`src/rtl/fft_pkg.sv`:
```
// Shared constants and helpers for the 16-point FFT datapath.
// Samples are 1 sign + 4 exponent + 4 significand bits, packed four lanes per vector bus.
package fft_pkg;

    localparam int unsigned EXP_WIDTH    = 4;
    localparam int unsigned SIG_WIDTH    = 4;
    localparam int unsigned FORMAT_WIDTH = 1 + EXP_WIDTH + SIG_WIDTH;
    localparam int unsigned VEC          = 4;

    // Lane j of a packed vector bus; lane 0 sits in the least significant bits.
    function automatic logic [FORMAT_WIDTH-1:0] lane(input logic [FORMAT_WIDTH*VEC-1:0] bus,
                                                     input int unsigned j);
        return bus[FORMAT_WIDTH*j +: FORMAT_WIDTH];
    endfunction

endpackage

```
`src/rtl/fft_transpose_bank.sv`:
```
// One 4x4 bank of the corner-turn buffer: rows are written whole, columns are read whole.
// Contents are deliberately left unreset; the full flags in the top qualify them.
module transpose_bank
    import fft_pkg::*;
(
    input  logic                        clk,
    input  logic                        we,
    input  logic [1:0]                  row,
    input  logic [FORMAT_WIDTH*VEC-1:0] wr_real,
    input  logic [FORMAT_WIDTH*VEC-1:0] wr_imag,
    input  logic [1:0]                  col,
    output logic [FORMAT_WIDTH*VEC-1:0] rd_real,
    output logic [FORMAT_WIDTH*VEC-1:0] rd_imag
);

    logic [FORMAT_WIDTH-1:0] mem_re [VEC][VEC];
    logic [FORMAT_WIDTH-1:0] mem_im [VEC][VEC];

    always_ff @(posedge clk) begin
        if (we) begin
            for (int unsigned j = 0; j < VEC; j++) begin
                mem_re[row][j] <= lane(wr_real, j);
                mem_im[row][j] <= lane(wr_imag, j);
            end
        end
    end

    // Output lane r carries element (row r, column col).
    always_comb begin
        rd_real = '0;
        rd_imag = '0;
        for (int unsigned r = 0; r < VEC; r++) begin
            rd_real[FORMAT_WIDTH*r +: FORMAT_WIDTH] = mem_re[r][col];
            rd_imag[FORMAT_WIDTH*r +: FORMAT_WIDTH] = mem_im[r][col];
        end
    end

endmodule

```
`src/rtl/fft_transpose_buffer.sv`:
```
// Ping-pong 4x4 corner-turn buffer: one bank fills with rows while the other drains as columns.
// The top owns bank pointers, full flags, row/column counters, handshakes and overflow.
module fft_transpose_buffer
    import fft_pkg::*;
#(
    parameter int unsigned formatWidth = FORMAT_WIDTH
) (
    input  logic                       clk,
    input  logic                       rst,
    input  logic                       in_valid,
    output logic                       in_ready,
    input  logic [formatWidth*VEC-1:0] in_real,
    input  logic [formatWidth*VEC-1:0] in_imag,
    output logic                       out_valid,
    input  logic                       out_ready,
    output logic [formatWidth*VEC-1:0] out_real,
    output logic [formatWidth*VEC-1:0] out_imag,
    output logic [1:0]                 col_idx,
    output logic                       frame_done,
    output logic                       overflow
);

    logic       wr_bank_q, wr_bank_d;
    logic       rd_bank_q, rd_bank_d;
    logic [1:0] wr_row_q, wr_row_d;
    logic [1:0] col_q, col_d;
    logic [1:0] full_q, full_d;
    logic       overflow_q, overflow_d;

    logic wr_en;
    logic rd_en;

    logic [formatWidth*VEC-1:0] bank_real [2];
    logic [formatWidth*VEC-1:0] bank_imag [2];

    assign in_ready   = !full_q[wr_bank_q];
    assign out_valid  = full_q[rd_bank_q];
    assign wr_en      = in_valid && in_ready;
    assign rd_en      = out_valid && out_ready;
    assign col_idx    = col_q;
    assign frame_done = rd_en && (col_q == 2'd3);
    assign overflow   = overflow_q;
    assign out_real   = bank_real[rd_bank_q];
    assign out_imag   = bank_imag[rd_bank_q];

    for (genvar b = 0; b < 2; b++) begin : g_bank
        transpose_bank u_bank (
            .clk     (clk),
            .we      (wr_en && (wr_bank_q == 1'(b))),
            .row     (wr_row_q),
            .wr_real (in_real),
            .wr_imag (in_imag),
            .col     (col_q),
            .rd_real (bank_real[b]),
            .rd_imag (bank_imag[b])
        );
    end

    // Write side only sets its bank's flag and read side only clears its own, so they never collide.
    always_comb begin
        wr_bank_d  = wr_bank_q;
        rd_bank_d  = rd_bank_q;
        wr_row_d   = wr_row_q;
        col_d      = col_q;
        full_d     = full_q;
        overflow_d = overflow_q || (in_valid && !in_ready);
        if (wr_en) begin
            wr_row_d = wr_row_q + 2'd1;
            if (wr_row_q == 2'd3) begin
                full_d[wr_bank_q] = 1'b1;
                wr_bank_d         = !wr_bank_q;
            end
        end
        if (rd_en) begin
            col_d = col_q + 2'd1;
            if (col_q == 2'd3) begin
                full_d[rd_bank_q] = 1'b0;
                rd_bank_d         = !rd_bank_q;
            end
        end
    end

    always_ff @(posedge clk or posedge rst) begin
        if (rst) begin
            wr_bank_q  <= 1'b0;
            rd_bank_q  <= 1'b0;
            wr_row_q   <= 2'd0;
            col_q      <= 2'd0;
            full_q     <= 2'b00;
            overflow_q <= 1'b0;
        end else begin
            wr_bank_q  <= wr_bank_d;
            rd_bank_q  <= rd_bank_d;
            wr_row_q   <= wr_row_d;
            col_q      <= col_d;
            full_q     <= full_d;
            overflow_q <= overflow_d;
        end
    end

endmodule
```
`config.mk`:
```
export PLATFORM = sky130hd
export DESIGN_NAME = fft_transpose_buffer
export DESIGN_NICKNAME = d
export VERILOG_FILES = /design/src/rtl/fft_pkg.sv /design/src/rtl/fft_transpose_bank.sv /design/src/rtl/fft_transpose_buffer.sv
export SDC_FILE = /design/constraint.sdc
export NUM_CORES = 1
export LEC_CHECK = 0
export BUFFER_PORTS_ARGS = -buffer_cell sky130_fd_sc_hd__buf_4
export CORE_MARGIN = 3
export CORE_UTILIZATION = 45
export CTS_CLUSTER_DIAMETER = 40
export CTS_CLUSTER_SIZE = 24
export DETAILED_ROUTE_END_ITERATION = 6
export PLACE_DENSITY = 0.77
export SYNTH_ARGS = -nofsm -noshare
export SYNTH_HDL_FRONTEND = slang
export SYNTH_HIERARCHICAL = 1
export SYNTH_SLANG_ARGS = --single-unit
```
`constraint.sdc`:
```
create_clock -name clk -period 6.7 [get_ports clk]
set_input_delay 0.335 -clock clk [delete_from_list [all_inputs] [get_ports clk]]
set_output_delay 0.335 -clock clk [all_outputs]
set_load 0.02 [all_outputs]
```
Yosys cells after proc, flatten, opt, wreduce, memory -nomap -nowiden
Memories as Yosys holds them, arrays and structs flattened.
Index checks and enable logic that the tools add are counted.
{ "totals": {"ff_bits": 9, "latch_bits": 0, "mem_bits_rw": 576, "mem_bits_ro": 0, "in_bits": 76, "out_inout_bits": 78, "elab_cells": 110, "mem_count": 4} }
{ "classes": {"addsub": 2, "n_mul": 0, "n_div": 0, "n_lt_le_gt_ge": 6, "n_eq_ne": 2, "shift": 0, "n_mux": 70, "bitwise_logic": 6, "n_reduce_logical": 14} }
{ "memory_table": {"columns": ["memory", "words", "word_bits", "read_ports", "rd_clocked_by_memory_dff", "write_ports", "line", "rtl"], "rows": [
  ["g_bank[0].u_bank.mem_im", 4, 36, 4, 0, 1, "fft_transpose_bank.sv:17", "logic [FORMAT_WIDTH-1:0] mem_im [VEC][VEC];"],
  ["g_bank[0].u_bank.mem_re", 4, 36, 4, 0, 1, "fft_transpose_bank.sv:16", "logic [FORMAT_WIDTH-1:0] mem_re [VEC][VEC];"],
  ["g_bank[1].u_bank.mem_im", 4, 36, 4, 0, 1, "fft_transpose_bank.sv:17", null],
  ["g_bank[1].u_bank.mem_re", 4, 36, 4, 0, 1, "fft_transpose_bank.sv:16", null]
]} }
{ "op_table": {"columns": ["op", "n"], "rows": [
  ["binary-select mux 9 bit (select 2 bit)", 16],
  ["two-way mux 9 bit", 32],
  ["two-way mux 36 bit", 6],
  ["two-way mux 1 bit", 10],
  ["logical AND 1 bit", 8],
  ["two-way mux 2 bit", 4],
  ["adder 2 x 1 -> 2 bit (second input constant)", 2],
  ["== test 2 bit (second input constant)", 2],
  ["less-than comparator 1 x 2 -> 1 bit (second input constant)", 2],
  ["AND reduction 2 bit", 2],
  ["greater-or-equal comparator 3 bit (second input constant)", 1],
  ["logical NOT 1 bit", 3],
  ["inverter 2 -> 3 bit", 1],
  ["bitwise AND 2 bit", 1],
  ["demux 1 bit (select 1 bit)", 2],
  ["greater-or-equal comparator 1 bit (second input constant)", 2],
  ["greater-or-equal comparator 2 bit (second input constant)", 1],
  ["inverter 1 -> 2 bit", 1],
  ["inverter 2 bit", 1],
  ["OR 2 bit", 1],
  ["logical OR 1 bit", 1],
  ["inverter 1 bit", 1]
]} }

Depth between registers and ports, before layout
{ "depth": {"depth_word": 10, "ltp_mapped": 4, "depth_no_buf": 4} }

By module
Netlist, hierarchy kept.
{ "modules_own_cells": {"columns": ["mod", "instances", "cells_each", "area_each_um2", "seq_area_each_um2"], "rows": [
  ["transpose_bank", 2, 380, 10498.8, 8648.3],
  ["fft_transpose_buffer", 1, 116, 1298.7, 225.2]
]} }

Worst setup path after synthesis
Ideal clock, no wire load.
{ "synth_timing": {"path_type": "register to register", "start": "reg full_q[1]", "end": "mem g_bank[1].u_bank/mem_im[0][0] in the netlist's numbering (enable)", "setup_time_ps": 606, "t_arrival_ps": 6002, "required_time_ps": 6094, "setup_slack_ps": 93, "stages_incl_launch_ff": 3, "n_path_buf": 0, "synth_period_minus_slack_ps": 6607, "path_cell_list": "dfrtp_1 -> nor3b_1 -> nor3b_1"} }
{ "synth_between": {"elab_chain_len": 7} }
{ "synth_lines": {"columns": ["element", "line", "rtl"], "rows": [
  ["start: declaration", "fft_transpose_buffer.sv:27", "logic [1:0] full_q, full_d;"],
  ["start signal: assignment", "fft_transpose_buffer.sv:96", "full_q <= full_d;"],
  ["two-way mux 1 bit (not written as such) (2 in series)", "fft_transpose_buffer.sv:36", "assign in_ready = !full_q[wr_bank_q];"],
  ["logical NOT 1 bit", "fft_transpose_buffer.sv:36", null],
  ["logical AND 1 bit", "fft_transpose_buffer.sv:38", "assign wr_en = in_valid && in_ready;"],
  ["logical AND 1 bit", "fft_transpose_buffer.sv:49", ".we (wr_en && (wr_bank_q == 1'(b))),"],
  ["two-way mux 1 bit", "fft_transpose_bank.sv:20", "if (we) begin"],
  ["two-way mux 1 bit (not written as such)", "fft_transpose_bank.sv:23", "mem_im[row][j] <= lane(wr_imag, j);"],
  ["end: declaration", "fft_transpose_bank.sv:17", null]
]} }
Every way passes these cells. The select of a mux whose other input is x is not followed.

==> results by group <==
Timing
  • Endpoints failing setup: 0
  • Pins Over Slew Limit: 0
  • Hold slack: 0.0367 ns
  • Clk_skew: between 0.015 and 0.02 ns
  • Post-layout minimum cycle time: 3.87 ns
  • Worst slew pin tran: 1.15 ns
  • Final worst slack: about 2.8 ns
  • Setup TNS: 0 ns
  • Fmax: 259 MHz
  • Slew headroom: 0.233
  • Final hold vios: 0
  • Fin crit share: 0.577
  • RSZ-0062 raised after global routing: false

Clock tree
  • Max clock buf depth: 3
  • Worst skew pair latency: 0.58 ns
  • Post-CTS setup buffers: 0
  • Cts bufs inserted: 71
  • CTS resizes: 0
  • H-tree lvl count: 3
  • CTS sink cnt: 585
  • Clock-pin slew of the registers on the worst-case setup and hold paths: approximately 0.060 ns
  • Hold buffers post-CTS: 71
  • Clk root buf: clkbuf_16
  • CTS tree: yes

Min path
  • Hold depth: 1
  • Worst Hold Class: input pin to flip-flop
  • Hold endpoint: g_bank[1].u_bank/mem_re[3][23]
  • Hold Path Origin: in_real[14]

Logic synthesis
  • Post-synth top area share: 0.776
  • Largest area contributor in the netlist: edfxtp_1
  • Synth Warn #: 6
  • Average size of a mapped cell: ~25 sq um
  • Synthesized flop and latch total: roughly 590
  • Cell with the most instances after synthesis: edfxtp_1
  • Synth top cells by count: 576 x edfxtp_1, 140 x mux4_2, 72 x mux2_2
  • Async set or reset register ratio after synthesis: 0.0154
  • Number of synthesized flops with an enable pin: 576
  • Synth Instances: 876
  • Ys flop type: edfxtp_1
  • Seq/Total Area, Yosys: 0.786
  • Ranking of synthesized cells by area: edfxtp_1 78%, mux4_2 14%, mux2_2 3.6%
  • Netlist cell types: 29
  • Post-Syn Nets: 954
  • Post-Syn Area: 0.0223 sq mm

Setup path
  • Crit path max fanout: 99
  • Reg2reg path depth: 4
  • CP Capture Type: output port
  • Startpoint Class: flip-flop
  • Crit Path Category: flip-flop to output port
  • WP data arrival: between 3 and 4 ns
  • Setup slack, reg-to-reg: 4.07 ns
  • R2r endpoint: full_q[0]
  • Reg-to-reg startpoint: col_idx[0]
  • Req. time, crit path: 6.36 ns

Floorplanning
  • Io pins: 154
  • Die X: 229 um
  • Starting Density: 0.461
  • Row count: 80
  • Die ar.: 0.0523 sq mm
  • Core Area: slightly below 0.05 sq mm
  • Die Ht: 229 um

Route
  • DRT Pass-1 Iters: 4
  • ANT nets after route: 0
  • Vias: 10,003
  • # DRC: 0
  • DR WL/cell: ~23 um
  • Initial DRC count: 765
  • Vias/cell: about 5.4
  • Final WL: approximately 42,000 um

Job
  • Max cap viols: 0

Place
  • IO buf count: 153
  • Cell area after placement: 0.0240 sq mm
  • DP Wirelength: ~22,000 um
  • Pre-CTS setup slack: 3.31 ns
  • Gpl congestion: 0.695

Cells and area
  • Share of layout cells above drive strength 1: 0.426
  • Post-route cell area: 0.0271 sq mm
  • Layout Nets: 1,221
  • Inserted Diodes: 0
  • Area Overhead vs Synth: 21.7%

Pwr
  • Max VDD drop: 323 uV
  • Total Power: 11,900 uW
  • Leak: about 0.009 uW
  • Pwr dens: roughly 440 mW/mm^2

GRT
  • GRT Residual Overflow: 0
  • Gr usage total: 0.164
  • Maximum number of pins on one net before global-route repair: 100
  • First-pass GRT wire length: 65,600 um
  • Vias in the first global route: 11,157
  • Initial antenna violation count: 0

Outcome
  • Status: complete, no violations
-- cell type report --
class                   instances  area (sq um)
clock inverters                51           587
clock buffers                  77          1860
flip-flops and latches        585         17500
well taps                     656           821
fillers                      3487         21200
inverters                       2          7.51
multi-input cells             249          4370
repair buffers                234          1950
-- cells in the final DEF, fill, tap and decap left out, types with 2 or more instances in the layout --
| cell type | count |
|---|---|
| inv_8 | 4 |
| inv_1 | 2 |
| nand2_1 | 2 |
| dfrtp_1 | 6 |
| a21oi_1 | 2 |
| mux2_4 | 3 |
| clkinv_8 | 7 |
| clkinvlp_4 | 7 |
| mux4_2 | 140 |
| buf_4 | 162 |
| xnor2_1 | 2 |
| and3b_4 | 4 |
| and3_1 | 2 |
| bufinv_16 | 6 |
| nor3b_2 | 2 |
| edfxtp_1 | 576 |
| dlygate4sd3_1 | 71 |
| mux4_1 | 4 |
| clkbuf_16 | 74 |
| ha_1 | 2 |
| and3_4 | 2 |
| clkinv_4 | 4 |
| mux2_2 | 72 |
| inv_6 | 14 |
| clkbuf_1 | 3 |
| a31oi_1 | 2 |
| clkinv_1 | 6 |
| clkinv_2 | 3 |
| dfrtp_4 | 3 |
-- registers in the layout (all words and copies together) (netlist names) --
name / cells
col_idx: 2
overflow: 1
g_bank.u_bank/mem_im: 288
wr_row_q: 2
rd_bank_q: 1
full_q: 2
wr_bank_q: 1
g_bank.u_bank/mem_re: 288
-- critical path, cell delays in order (launching register included) --
cell	delay [ns]
dfrtp_4	1.06
buf_12	0.71
mux4_2	0.61
mux2_2	0.32
buf_4	0.17
-- where the power goes --
group | switching [uW] | total [uW] | internal [uW]
clock network | 1540 | 3850 | 2310
registers | 310 | 4680 | 4370
logic | 1620 | 3340 | 1720
total | 3480 | 11900 | 8400
-- through the flow --
stage               std cells  utilization
finish                   1854        0.561
global route             1854        0.561
CTS                      1854        0.561
detailed placement       1655        0.496
global placement         1655        0.496
floorplan                 876            -
-- metal layers --
layer | global-route usage | part of all wire | vias to the layer above
li1 | - | - | 4335
met1 | 0.207 | 0.40 | 5347
met2 | 0.288 | 0.53 | 270
met3 | 0.0386 | 0.051 | 51
met4 | 0.0434 | 0.018 | 0
met5 | 0 | 0 | -
-- worst max-delay path by stage --
stage | from | end | slack (ns) | depth (start not counted)
after detailed placement | col_idx[0] | out_real[19] | 3.31 | 4
final | col_idx[0] | out_real[14] | 2.83 | 4
after floorplan | full_q[1] | g_bank[1].u_bank/mem_im[0][0] | 0.09 | 2
after CTS | col_idx[0] | out_real[14] | 2.69 | 4
after global routing | col_idx[0] | out_real[14] | 2.52 | 4
after global placement | col_idx[0] | out_real[19] | 3.36 | 4
-- logic make-up (layout without fill, tap and decap cells) --
| logic type | after synthesis | in the layout | synth area share |
|---|---|---|---|
| DFF | 585 | 585 | 0.786 |
| muxes | 220 | 220 | 0.185 |
| buffers and inverters | 42 | 364 | 0.0199 |
| and+or+nand+nor | 17 | 17 | 0.00494 |
| AOI/OAI and AO/OA | 8 | 8 | 0.00230 |
| adders and majority gates | 2 | 2 | 0.00112 |
| xor gates and xnor gates | 2 | 2 | 0.000786 |
Power figures use the tool's default switching activity.
